--- src/rtl/gelato_simt_split_table_if.sv ---
// Fetch-issue, branch-writeback and wake signals of the SIMT split table.
// The table itself is the slave; fetch and the branch unit together are the master.
interface gelato_simt_split_table_if #(
   parameter int THREAD_NUM = 32,
   parameter int ENTRY_NUM  = 8,
   parameter int PC_WIDTH   = 32
);
   localparam int EW = $clog2(ENTRY_NUM);

   logic                  sel_valid;
   logic                  sel_ready;
   logic [EW-1:0]         sel_entry;
   logic [PC_WIDTH-1:0]   sel_pc;
   logic [THREAD_NUM-1:0] sel_mask;

   logic                  upd_valid;
   logic                  upd_ready;
   logic [EW-1:0]         upd_entry;
   logic [PC_WIDTH-1:0]   upd_pc;
   logic                  upd_stall;
   logic                  upd_split;
   logic [PC_WIDTH-1:0]   upd_split_pc;
   logic [THREAD_NUM-1:0] upd_split_mask;
   logic                  upd_exit;

   logic                  wake_valid;
   logic [EW-1:0]         wake_entry;

   modport slave (
      output sel_valid, sel_entry, sel_pc, sel_mask, upd_ready,
      input  sel_ready, upd_valid, upd_entry, upd_pc, upd_stall, upd_split,
             upd_split_pc, upd_split_mask, upd_exit, wake_valid, wake_entry
   );

   modport master (
      input  sel_valid, sel_entry, sel_pc, sel_mask, upd_ready,
      output sel_ready, upd_valid, upd_entry, upd_pc, upd_stall, upd_split,
             upd_split_pc, upd_split_mask, upd_exit, wake_valid, wake_entry
   );
endinterface

--- src/rtl/gelato_simt_split_table.sv ---
// Per-warp SIMT split table: splits groups on divergent branches, re-merges
// groups that reach the same PC, and round-robin issues ready groups to fetch.
module gelato_simt_split_table #(
   parameter  int THREAD_NUM = 32,
   parameter  int ENTRY_NUM  = 8,
   parameter  int PC_WIDTH   = 32,
   localparam int EW         = $clog2(ENTRY_NUM)
) (
   input  logic                clk,
   input  logic                rst_n,
   input  logic                rdy,
   input  logic                init_valid,
   input  logic [PC_WIDTH-1:0] init_pc,
   gelato_simt_split_table_if.slave bus,
   output logic                full,
   output logic                all_done,
   output logic                overflow
);

   typedef logic [PC_WIDTH-1:0]   pc_t;
   typedef logic [THREAD_NUM-1:0] mask_t;
   typedef logic [EW-1:0]         idx_t;

   logic [ENTRY_NUM-1:0] valid_q;
   logic [ENTRY_NUM-1:0] inflight_q;
   logic [ENTRY_NUM-1:0] parked_q;
   pc_t                  pc_q   [ENTRY_NUM];
   mask_t                mask_q [ENTRY_NUM];
   idx_t                 last_q;
   logic                 started_q;

   logic  run;
   logic  sel_fire;
   mask_t upd_cur_mask;
   mask_t split_eff;
   logic  split_any;
   logic  split_all;
   logic  split_nt;
   logic  upd_hit;
   logic  upd_fire;
   logic  wake_hit;

   assign run      = rdy && !init_valid;
   assign sel_fire = run && bus.sel_valid && bus.sel_ready;
   assign full     = &valid_q;

   always_comb begin
      upd_cur_mask = mask_q[bus.upd_entry];
      split_eff    = bus.upd_split_mask & upd_cur_mask;
      split_any    = bus.upd_split && !bus.upd_exit && (split_eff != '0);
      split_all    = split_any && (split_eff == upd_cur_mask);
      split_nt     = split_any && !split_all;
   end

   // No warp exists before the first init, so updates are refused until then.
   assign bus.upd_ready = run && started_q && !(split_nt && full);
   assign upd_hit       = valid_q[bus.upd_entry] && inflight_q[bus.upd_entry];
   assign upd_fire      = bus.upd_valid && bus.upd_ready && upd_hit;
   assign wake_hit      = run && bus.wake_valid && valid_q[bus.wake_entry];

   idx_t free_idx;
   logic free_found;

   always_comb begin
      free_idx   = '0;
      free_found = 1'b0;
      for (int k = 0; k < ENTRY_NUM; k++) begin
         if (!free_found && !valid_q[k]) begin
            free_found = 1'b1;
            free_idx   = idx_t'(k);
         end
      end
   end

   logic [ENTRY_NUM-1:0] offered;
   logic [ENTRY_NUM-1:0] cand;
   logic                 merge_hit;
   logic                 merge;
   idx_t                 mi;
   idx_t                 mj;
   mask_t                merged_mask;

   // A held offer may absorb a higher entry (its mask is refreshed), but an
   // offered entry is never merged away, nor merged while being accepted.
   always_comb begin
      offered   = '0;
      cand      = '0;
      merge_hit = 1'b0;
      mi        = '0;
      mj        = '0;
      for (int k = 0; k < ENTRY_NUM; k++) begin
         offered[k] = bus.sel_valid && (bus.sel_entry == idx_t'(k));
         cand[k]    = valid_q[k] && !inflight_q[k] && !parked_q[k]
                      && !(bus.upd_valid && bus.upd_entry == idx_t'(k))
                      && !(bus.wake_valid && bus.wake_entry == idx_t'(k));
      end
      for (int i = 0; i < ENTRY_NUM - 1; i++) begin
         for (int j = i + 1; j < ENTRY_NUM; j++) begin
            if (!merge_hit && cand[i] && cand[j] && (pc_q[i] == pc_q[j])
                && !offered[j] && !(offered[i] && bus.sel_ready)) begin
               merge_hit = 1'b1;
               mi        = idx_t'(i);
               mj        = idx_t'(j);
            end
         end
      end
      merge       = merge_hit && run;
      merged_mask = mask_q[mi] | mask_q[mj];
   end

   logic [ENTRY_NUM-1:0] elig;
   idx_t                 base;
   idx_t                 idx;
   idx_t                 pick;
   logic                 found;
   mask_t                pick_mask;

   always_comb begin
      elig  = '0;
      base  = sel_fire ? bus.sel_entry : last_q;
      idx   = '0;
      pick  = '0;
      found = 1'b0;
      for (int k = 0; k < ENTRY_NUM; k++) begin
         elig[k] = valid_q[k] && !inflight_q[k] && !parked_q[k] && !offered[k]
                   && !(merge && mj == idx_t'(k));
      end
      for (int k = 1; k <= ENTRY_NUM; k++) begin
         idx = base + idx_t'(k);
         if (!found && elig[idx]) begin
            found = 1'b1;
            pick  = idx;
         end
      end
      pick_mask = (merge && pick == mi) ? merged_mask : mask_q[pick];
   end

   always_ff @(posedge clk or negedge rst_n) begin
      if (!rst_n) begin
         valid_q       <= '0;
         inflight_q    <= '0;
         parked_q      <= '0;
         for (int k = 0; k < ENTRY_NUM; k++) begin
            pc_q[k]   <= '0;
            mask_q[k] <= '0;
         end
         last_q        <= '1;
         started_q     <= 1'b0;
         bus.sel_valid <= 1'b0;
         bus.sel_entry <= '0;
         bus.sel_pc    <= '0;
         bus.sel_mask  <= '0;
         all_done      <= 1'b0;
         overflow      <= 1'b0;
      end else if (rdy) begin
         if (init_valid) begin
            valid_q       <= {{(ENTRY_NUM-1){1'b0}}, 1'b1};
            inflight_q    <= '0;
            parked_q      <= '0;
            pc_q[0]       <= init_pc;
            mask_q[0]     <= '1;
            last_q        <= '1;
            started_q     <= 1'b1;
            bus.sel_valid <= 1'b0;
            all_done      <= 1'b0;
            overflow      <= 1'b0;
         end else begin
            all_done <= started_q && (valid_q == '0);
            if (bus.upd_valid && started_q && split_nt && full)
               overflow <= 1'b1;

            if (sel_fire) begin
               inflight_q[bus.sel_entry] <= 1'b1;
               last_q                    <= bus.sel_entry;
            end

            if (wake_hit)
               parked_q[bus.wake_entry] <= 1'b0;

            if (merge) begin
               mask_q[mi]  <= merged_mask;
               valid_q[mj] <= 1'b0;
            end

            // Placed after the wake so a same-cycle upd_stall overrides it.
            if (upd_fire) begin
               inflight_q[bus.upd_entry] <= 1'b0;
               if (bus.upd_exit) begin
                  valid_q[bus.upd_entry]  <= 1'b0;
                  parked_q[bus.upd_entry] <= 1'b0;
               end else if (split_nt) begin
                  pc_q[bus.upd_entry]     <= bus.upd_pc;
                  mask_q[bus.upd_entry]   <= upd_cur_mask & ~split_eff;
                  parked_q[bus.upd_entry] <= bus.upd_stall;
                  valid_q[free_idx]       <= 1'b1;
                  inflight_q[free_idx]    <= 1'b0;
                  parked_q[free_idx]      <= bus.upd_stall;
                  pc_q[free_idx]          <= bus.upd_split_pc;
                  mask_q[free_idx]        <= split_eff;
               end else if (split_all) begin
                  pc_q[bus.upd_entry]     <= bus.upd_split_pc;
                  parked_q[bus.upd_entry] <= bus.upd_stall;
               end else begin
                  pc_q[bus.upd_entry]     <= bus.upd_pc;
                  parked_q[bus.upd_entry] <= bus.upd_stall;
               end
            end

            if (!bus.sel_valid || bus.sel_ready) begin
               bus.sel_valid <= found;
               bus.sel_entry <= pick;
               bus.sel_pc    <= pc_q[pick];
               bus.sel_mask  <= pick_mask;
            end else if (merge && bus.sel_entry == mi) begin
               bus.sel_mask  <= merged_mask;
            end
         end
      end
   end

endmodule

--- src/flat_wrapper.sv ---
// flat-port wrapper written by rule: the top's interface ports become plain ports
module gelato_simt_split_table_flat 
#(
   parameter  int THREAD_NUM = 32,
   parameter  int ENTRY_NUM  = 8,
   parameter  int PC_WIDTH   = 32,
   localparam int EW         = $clog2(ENTRY_NUM)
)
  (clk, rst_n, rdy, init_valid, init_pc, full, all_done, overflow, bus_sel_valid, bus_sel_entry, bus_sel_pc, bus_sel_mask, bus_upd_ready, bus_sel_ready, bus_upd_valid, bus_upd_entry, bus_upd_pc, bus_upd_stall, bus_upd_split, bus_upd_split_pc, bus_upd_split_mask, bus_upd_exit, bus_wake_valid, bus_wake_entry);
  gelato_simt_split_table_if #(.THREAD_NUM(THREAD_NUM), .ENTRY_NUM(ENTRY_NUM), .PC_WIDTH(PC_WIDTH)) bus_i ();
  input  logic clk;
  input  logic rst_n;
  input  logic rdy;
  input  logic init_valid;
  input  logic [PC_WIDTH-1:0] init_pc;
  output logic full;
  output logic all_done;
  output logic overflow;
  output wire logic [$bits(bus_i.sel_valid)-1:0] bus_sel_valid;
  output wire logic [$bits(bus_i.sel_entry)-1:0] bus_sel_entry;
  output wire logic [$bits(bus_i.sel_pc)-1:0] bus_sel_pc;
  output wire logic [$bits(bus_i.sel_mask)-1:0] bus_sel_mask;
  output wire logic [$bits(bus_i.upd_ready)-1:0] bus_upd_ready;
  input wire logic [$bits(bus_i.sel_ready)-1:0] bus_sel_ready;
  input wire logic [$bits(bus_i.upd_valid)-1:0] bus_upd_valid;
  input wire logic [$bits(bus_i.upd_entry)-1:0] bus_upd_entry;
  input wire logic [$bits(bus_i.upd_pc)-1:0] bus_upd_pc;
  input wire logic [$bits(bus_i.upd_stall)-1:0] bus_upd_stall;
  input wire logic [$bits(bus_i.upd_split)-1:0] bus_upd_split;
  input wire logic [$bits(bus_i.upd_split_pc)-1:0] bus_upd_split_pc;
  input wire logic [$bits(bus_i.upd_split_mask)-1:0] bus_upd_split_mask;
  input wire logic [$bits(bus_i.upd_exit)-1:0] bus_upd_exit;
  input wire logic [$bits(bus_i.wake_valid)-1:0] bus_wake_valid;
  input wire logic [$bits(bus_i.wake_entry)-1:0] bus_wake_entry;
  assign bus_sel_valid = bus_i.sel_valid;
  assign bus_sel_entry = bus_i.sel_entry;
  assign bus_sel_pc = bus_i.sel_pc;
  assign bus_sel_mask = bus_i.sel_mask;
  assign bus_upd_ready = bus_i.upd_ready;
  assign bus_i.sel_ready = bus_sel_ready;
  assign bus_i.upd_valid = bus_upd_valid;
  assign bus_i.upd_entry = bus_upd_entry;
  assign bus_i.upd_pc = bus_upd_pc;
  assign bus_i.upd_stall = bus_upd_stall;
  assign bus_i.upd_split = bus_upd_split;
  assign bus_i.upd_split_pc = bus_upd_split_pc;
  assign bus_i.upd_split_mask = bus_upd_split_mask;
  assign bus_i.upd_exit = bus_upd_exit;
  assign bus_i.wake_valid = bus_wake_valid;
  assign bus_i.wake_entry = bus_wake_entry;
  gelato_simt_split_table #(.THREAD_NUM(THREAD_NUM), .ENTRY_NUM(ENTRY_NUM), .PC_WIDTH(PC_WIDTH)) u_core (.clk(clk), .rst_n(rst_n), .rdy(rdy), .init_valid(init_valid), .init_pc(init_pc), .bus(bus_i), .full(full), .all_done(all_done), .overflow(overflow));
endmodule
--- config.mk ---
export PLATFORM = sky130hd
export DESIGN_NAME = gelato_simt_split_table_flat
export DESIGN_NICKNAME = d
export VERILOG_FILES = /design/src/rtl/gelato_simt_split_table_if.sv /design/src/rtl/gelato_simt_split_table.sv /design/src/flat_wrapper.sv
export SDC_FILE = /design/constraint.sdc
export NUM_CORES = 2
export LEC_CHECK = 0
export CAP_MARGIN = 30
export CORE_UTILIZATION = 30
export DETAILED_ROUTE_END_ITERATION = 16
export PLACE_DENSITY = 0.48
export SYNTH_ARGS = -nofsm -noshare
export SYNTH_HDL_FRONTEND = slang
export SYNTH_SLANG_ARGS = --single-unit
--- constraint.sdc ---
create_clock -name clk -period 5.47 [get_ports clk]
set_input_delay 0.8205 -clock clk [delete_from_list [all_inputs] [get_ports clk]]
set_output_delay 0.8205 -clock clk [all_outputs]
set_load 0.03 [all_outputs]
* Yosys cells after proc, flatten, opt, wreduce, memory -nomap -nowiden
Index checks and enable logic that the tools add are counted.
Word-level totals: register bits 610, output and inout bits 72, logic and storage cells 751
Operators by class: eq/ne operators 60, mux-type cells 211, reduce and logical (&&, ||, !) cells 397, order comparisons 26, bitwise gates (word level) 23, add/subtract/negate cells 7
Operators by type and width (number):
- $mux W256 | 10
- $bwmux W256 | 6
- $eq A32 B32 Y1 | 29
- $mux W32 | 18
- $bmux W32 S3 | 5
- $demux W32 S3 | 3
- $logic_and A1 B1 Y1 | 270
- $mux W8 | 21
- $mux W3 | 45
- $logic_not A1 Y1 | 107
- $mux W1 | 72
- $and A32 B32 Y32 | 2
- $lt A3 B4 Y1 const B | 13
- $and A8 B8 Y8 | 6
- $eq A3 B3 Y1 const B | 16
- $bmux W1 S3 | 11
- $not A32 Y32 | 1
- $not A8 Y8 | 4
- $or A32 B32 Y32 | 1
- $reduce_bool A32 Y1 | 1
- $mux W2 | 13
- $eq A3 B2 Y1 const B | 8
- $ge A4 B4 Y1 const B | 5
- $not A3 Y4 | 5
- 20 further kinds | 52

* Longest topological paths before layout
word-level depth 233, depth in mapped cells 27, depth with buffers taken out 19

* Least setup slack after synthesis
Ideal clock, no wire load.
kind input port to flip-flop, start input port bus_upd_entry[1], end register u_core.bus.sel_mask[10], stages 22, required time 5.343 ns, arrival time 6.218 ns, setup time 0.127 ns, path slack -0.875 ns, path through buf_2 > and4bb_1 > or2_2 > nor2_1 > and4b_1 > or3b_1 > or4_1 > buf_4 > o22a_4 > and3_4 > a311o_1 > and2_4 > mux4_2 > buf_6 > o31ai_1 > a21oi_1 > or2_1 > a32oi_4 > buf_2 > mux4_2 > o211ai_1 > a21oi_1
Between the ends: longest elaborated chain between the ends 233, elaborated cells on any way between the ends 383
Ends and longest elaborated chain:
- start, declared | RTL line flat_wrapper.sv:26 | input wire logic [$bits(bus_i.upd_entry)-1:0] bus_upd_entry;
- $eq A3 B1 Y1 or $logic_not A3 Y1 (tied branches) | RTL line gelato_simt_split_table.sv:94 | && !(bus.upd_valid && bus.upd_entry == idx_t'(k))
- $logic_and A1 B1 Y1 | RTL line gelato_simt_split_table.sv:94
- $logic_not A1 Y1 | RTL line gelato_simt_split_table.sv:94
- $logic_and A1 B1 Y1 | RTL line gelato_simt_split_table.sv:94
- $logic_and A1 B1 Y1 | RTL line gelato_simt_split_table.sv:95 | && !(bus.wake_valid && bus.wake_entry == idx_t'(k));
- $logic_and A1 B1 Y1 (2 in a row) | RTL line gelato_simt_split_table.sv:99 | if (!merge_hit && cand[i] && cand[j] && (pc_q[i] == pc_q[j])
- $logic_and A1 B1 Y1 (2 in a row) | RTL line gelato_simt_split_table.sv:100 | && !offered[j] && !(offered[i] && bus.sel_ready)) begin
- $mux W1 | RTL line gelato_simt_split_table.sv:99
- [214 not listed]
- $logic_not A1 Y1 | RTL line gelato_simt_split_table.sv:130 | if (!found && elig[idx]) begin
- $logic_and A1 B1 Y1 | RTL line gelato_simt_split_table.sv:130
- $mux W3 | RTL line gelato_simt_split_table.sv:130
- $not A3 Y4 (implied by the code) | RTL line gelato_simt_split_table.sv:135 | pick_mask = (merge && pick == mi) ? merged_mask : mask_q[pick];
- $bmux W32 S3 | RTL line gelato_simt_split_table.sv:135
- $mux W32 (implied by the code) (2 in a row) | RTL line gelato_simt_split_table.sv:135
- $mux W32 | RTL line gelato_simt_split_table.sv:135
- $mux W32 | RTL line gelato_simt_split_table.sv:209 | if (!bus.sel_valid || bus.sel_ready) begin
- end signal, assigned | RTL line gelato_simt_split_table.sv:213 | bus.sel_mask <= pick_mask;
- end signal, assigned | RTL line gelato_simt_split_table.sv:215 | bus.sel_mask <= merged_mask;
- end, declared | RTL line gelato_simt_split_table_if.sv:30 | output sel_valid, sel_entry, sel_pc, sel_mask, upd_ready,
Several ways; a longest one is shown, not always the timed one. The select of a mux whose other input is x is not followed. A chain may end at the register's enable or synchronous reset.

* Worst setup path after layout
start register u_core.pc_q[238] in the netlist's numbering, end register u_core.bus.sel_pc[20]
Between the ends: longest elaborated chain between the ends 226, elaborated cells on any way between the ends 310
Ends and longest elaborated chain:
- start, declared | RTL line gelato_simt_split_table.sv:27 | pc_t pc_q [ENTRY_NUM];
- start signal, assigned by index | RTL line gelato_simt_split_table.sv:192 | pc_q[bus.upd_entry] <= bus.upd_pc;
- start signal, assigned by index | RTL line gelato_simt_split_table.sv:198 | pc_q[free_idx] <= bus.upd_split_pc;
- start signal, assigned by index | RTL line gelato_simt_split_table.sv:201 | pc_q[bus.upd_entry] <= bus.upd_split_pc;
- $eq A32 B32 Y1 | RTL line gelato_simt_split_table.sv:99
- $logic_and A1 B1 Y1 | RTL line gelato_simt_split_table.sv:99
- $logic_and A1 B1 Y1 (2 in a row) | RTL line gelato_simt_split_table.sv:100
- $mux W1 | RTL line gelato_simt_split_table.sv:99
- $logic_not A1 Y1 | RTL line gelato_simt_split_table.sv:99
- $logic_and A1 B1 Y1 (3 in a row) | RTL line gelato_simt_split_table.sv:99
- $logic_and A1 B1 Y1 (2 in a row) | RTL line gelato_simt_split_table.sv:100
- $mux W1 | RTL line gelato_simt_split_table.sv:99
- [205 not listed]
- $logic_and A1 B1 Y1 | RTL line gelato_simt_split_table.sv:130
- $mux W1 | RTL line gelato_simt_split_table.sv:130
- $logic_not A1 Y1 | RTL line gelato_simt_split_table.sv:130
- $logic_and A1 B1 Y1 | RTL line gelato_simt_split_table.sv:130
- $mux W3 (*) | RTL line gelato_simt_split_table.sv:130
- $not A3 Y4 (implied by the code) (*) | RTL line gelato_simt_split_table.sv:212 | bus.sel_pc <= pc_q[pick];
- $bmux W32 S3 (*) | RTL line gelato_simt_split_table.sv:212
- $mux W32 (implied by the code) (*) (2 in a row) | RTL line gelato_simt_split_table.sv:212
- end signal, assigned | RTL line gelato_simt_split_table.sv:212
- end, declared | RTL line gelato_simt_split_table_if.sv:30
Every way passes the cells marked *; elsewhere a longest branch is shown, timed or not. The select of a mux whose other input is x is not followed.

==> run metrics <==
status complete, but fails checks; failing checks design-rule violations, negative setup slack; Post-Synthesis Cells 6,785; count of hold-fix buffers inserted at cts 0; Seq cells post-synth 610; RePlAce Congestion 1.122; first-pass GRT wire length 585,300 µm; Synth cell types 110; die area 185,000 µm²; Reg-to-Reg Start u_core.pc_q[238]$_DFFE_PN0P_; minimum clock period 6.716 ns; Hold Crit Class primary input to async pin; most frequent cell after synthesis nand2_1; Place WS -1.927 ns; fin util 0.4572; worst r2r dst u_core.bus.sel_pc[20]$_DFFE_PN0P_; critical path class flip-flop to flip-flop; top cell type's share of synthesized area 0.2762; Mean Syn Cell Area 8.105 µm²; via count 68,460; clock transition at the registers of the reported paths 0.06 ns; core area 181,300 µm²; Wirelength per Cell 41.20 µm; gr usage total 0.4644; kind of end point of the critical path flip-flop; die height 430.2 µm; IO buf count 215; Fill cells 17,580; endpoints failing hold 0; slew of the pin with the lowest slew margin 1.203 ns; TritonCTS clock tree yes; fin crit share 1.228; first-pass detailed-route iteration total 14; clk buf depth 3; initial antenna violation count 27; Worst EP arrival 7.36 ns; clk sinks 610; Layout Cells excl Fill 10,800; share of cells above drive strength 1 0.3295; starting DRC count in detailed routing 10,540; Final setup viols 71; fin worst setup slack -1.246 ns; Worst Path Required 6.11 ns; Slew Limit Fails 0; initial cell density of the core 0.3033; sequential area share after synthesis 0.2776; Top Ports 216; drt total wl 444,800 µm; Worst-Skew Late Latency 0.79 ns; Pleak 34.26 nW; # nets final 8,485; largest net degree at the start of global routing 113; CP max-delay cell nor4_2; number of global-route vias before repair 64,100; Placed Cells 10,490; Final ANT Viol Nets 0; H-tree depth 3; Fmax 148.9 MHz; worst vdd ir 0.2331 mV; FP Rows 156; FF-to-FF setup slack -1.25 ns; CP Launch Type flip-flop; total power 0.02358 W; cell mode on critical path buf_12; Placed Area 75,800 µm²; max-cap violations 0; ranking of synthesized cells by area dfrtp_1 (28%), xnor2_1 (11%), o21ai_0 (7.1%), a22oi_1 (6.6%), mux2i_1 (6.0%); Slew headroom 0.1911; Yosys top cell by area dfrtp_1; Root Buffer clkbuf_16; Worst Skew 0.05121 ns; total gr overflow 0; number of synthesized flops with an enable pin 0; prevailing post-synth register cell dfrtp_1; Syn-to-layout area delta 50.75%; worst-path fanout max 12; CP peak stage delay 1.01 ns; Pwr per Cell Area 284.5 nW/µm²; RSZ-0062 raised after global routing yes; Synthesized Nets 6,931; Remaining DRCs 2; r2r worst-path depth 29; Ys Warns 0; synth cell count leaders nand2_1 (876), o21ai_0 (780), xnor2_1 (688); DP Wirelength 335,000 µm; CTS Buf Count 86; Post-Syn Area 55,000 µm²; Via density 6.342; Die Wd 430.2 µm; Final Instance Area 82,900 µm²; ys async rst share 1.000
## cell families after synthesis
group / share of synthesized area
AO/OA/AOI/OAI: 0.2386
XOR/XNOR: 0.1524
adder cells (fa/ha/maj): 0.0004549
buffers and inverters: 0.07044
flip-flops: 0.2776
multiplexers: 0.1080
AND/OR/NAND/NOR: 0.1525
## registers in the layout, indices dropped and copies added (netlist names)
name	flops
u_core.bus.sel_valid	1
u_core.pc_q	256
u_core.bus.sel_entry	3
u_core.overflow	1
u_core.all_done	1
u_core.parked_q	8
u_core.started_q	1
u_core.last_q	3
u_core.bus.sel_pc	32
u_core.mask_q	256
u_core.bus.sel_mask	32
u_core.valid_q	8
u_core.inflight_q	8
## final cells by class
cell class                 count  area [µm²]  share of cell area
clock buffer                 135        2610             0.03148
clock inverter                23       339.1            0.004090
multi-input combinational   5288       38420              0.4634
inverter                      58       225.2            0.002717
sequential                   610       15310              0.1847
timing repair buffer        2295       23000              0.2774
tap                         2370        2965             0.03577
antenna                       16       40.04           0.0004830
## cells in the final DEF, fill, tap and decap left out, drive strengths merged, types with 58 or more instances in the layout
master         count
o21ai            824
inv               58
clkbuf           145
o22ai             62
mux2i            331
nand3             95
nor4             130
nand4            227
nor2             234
a22o              60
dfrtp            607
xnor2            688
clkdlybuf4s50    205
a22oi            485
nand2            878
mux4             101
xor2             269
buf             2077
a21oi            342
## stage by stage
step	setup TNS, ns	hold WS, ns
2_1_floorplan	-39.46	0.4444
3_3_place_gp	-526.69	0.4638
3_5_place_dp	-535.05	0.4781
4_1_cts	-65.14	0.1610
5_1_grt	-83.71	0.2102
6_report	-77.43	0.1552
## layer usage
metal	wire length, µm	GRT usage
met2	175800	0.6435
met5	227	0.002082
met1	179000	0.6188
met4	29880	0.2465
met3	59930	0.1736
## power breakdown
group	internal [W]	switching, W	total, W	leakage (nW)
Clock	0.00360	0.00258	0.00617	1.45
Sequential	0.00481	0.000470	0.00528	8.07
Combinational	0.00541	0.00672	0.0121	24.7
Total	0.0138	0.00977	0.0236	34.3
## critical path, delay by kind of cell, from the launching register on
| family | cells | cell delay (ns) |
|---|---|---|
| AND/OR/NAND/NOR | 11 | 2.64 |
| flip-flops | 1 | 0.53 |
| XOR/XNOR | 1 | 0.15 |
| multiplexers | 1 | 0.48 |
| AO/OA/AOI/OAI | 6 | 1.24 |
| buffers and inverters | 10 | 1.51 |
## timing repair
action                                  in CTS  in global routing
pin swaps                                   81                 55
gates resized for setup                    352                148
setup buffers                               95                 33
endpoints found under the setup margin     361                271
gates cloned                                11                 11
## worst max-delay path by stage
| stage | from | endpoint | slack (ns) | cells past startpoint |
|---|---|---|---|---|
| 6_report | u_core.pc_q[238]$_DFFE_PN0P_ | u_core.bus.sel_pc[20]$_DFFE_PN0P_ | -1.25 | 29 |
| 5_1_grt | bus_wake_entry[2] | u_core.bus.sel_mask[8]$_DFFE_PN0P_ | -1.34 | 26 |
| 4_1_cts | u_core.pc_q[175]$_DFFE_PN0P_ | u_core.bus.sel_mask[24]$_DFFE_PN0P_ | -1.09 | 31 |
| 3_5_place_dp | bus_sel_ready | u_core.bus.sel_mask[28]$_DFFE_PN0P_ | -1.93 | 24 |
| 3_3_place_gp | u_core.pc_q[180]$_DFFE_PN0P_ | u_core.bus.sel_mask[23]$_DFFE_PN0P_ | -1.99 | 30 |
| 2_1_floorplan | bus_sel_ready | u_core.bus.sel_mask[2]$_DFFE_PN0P_ | -0.72 | 23 |
(Power assumes the default switching activity.)
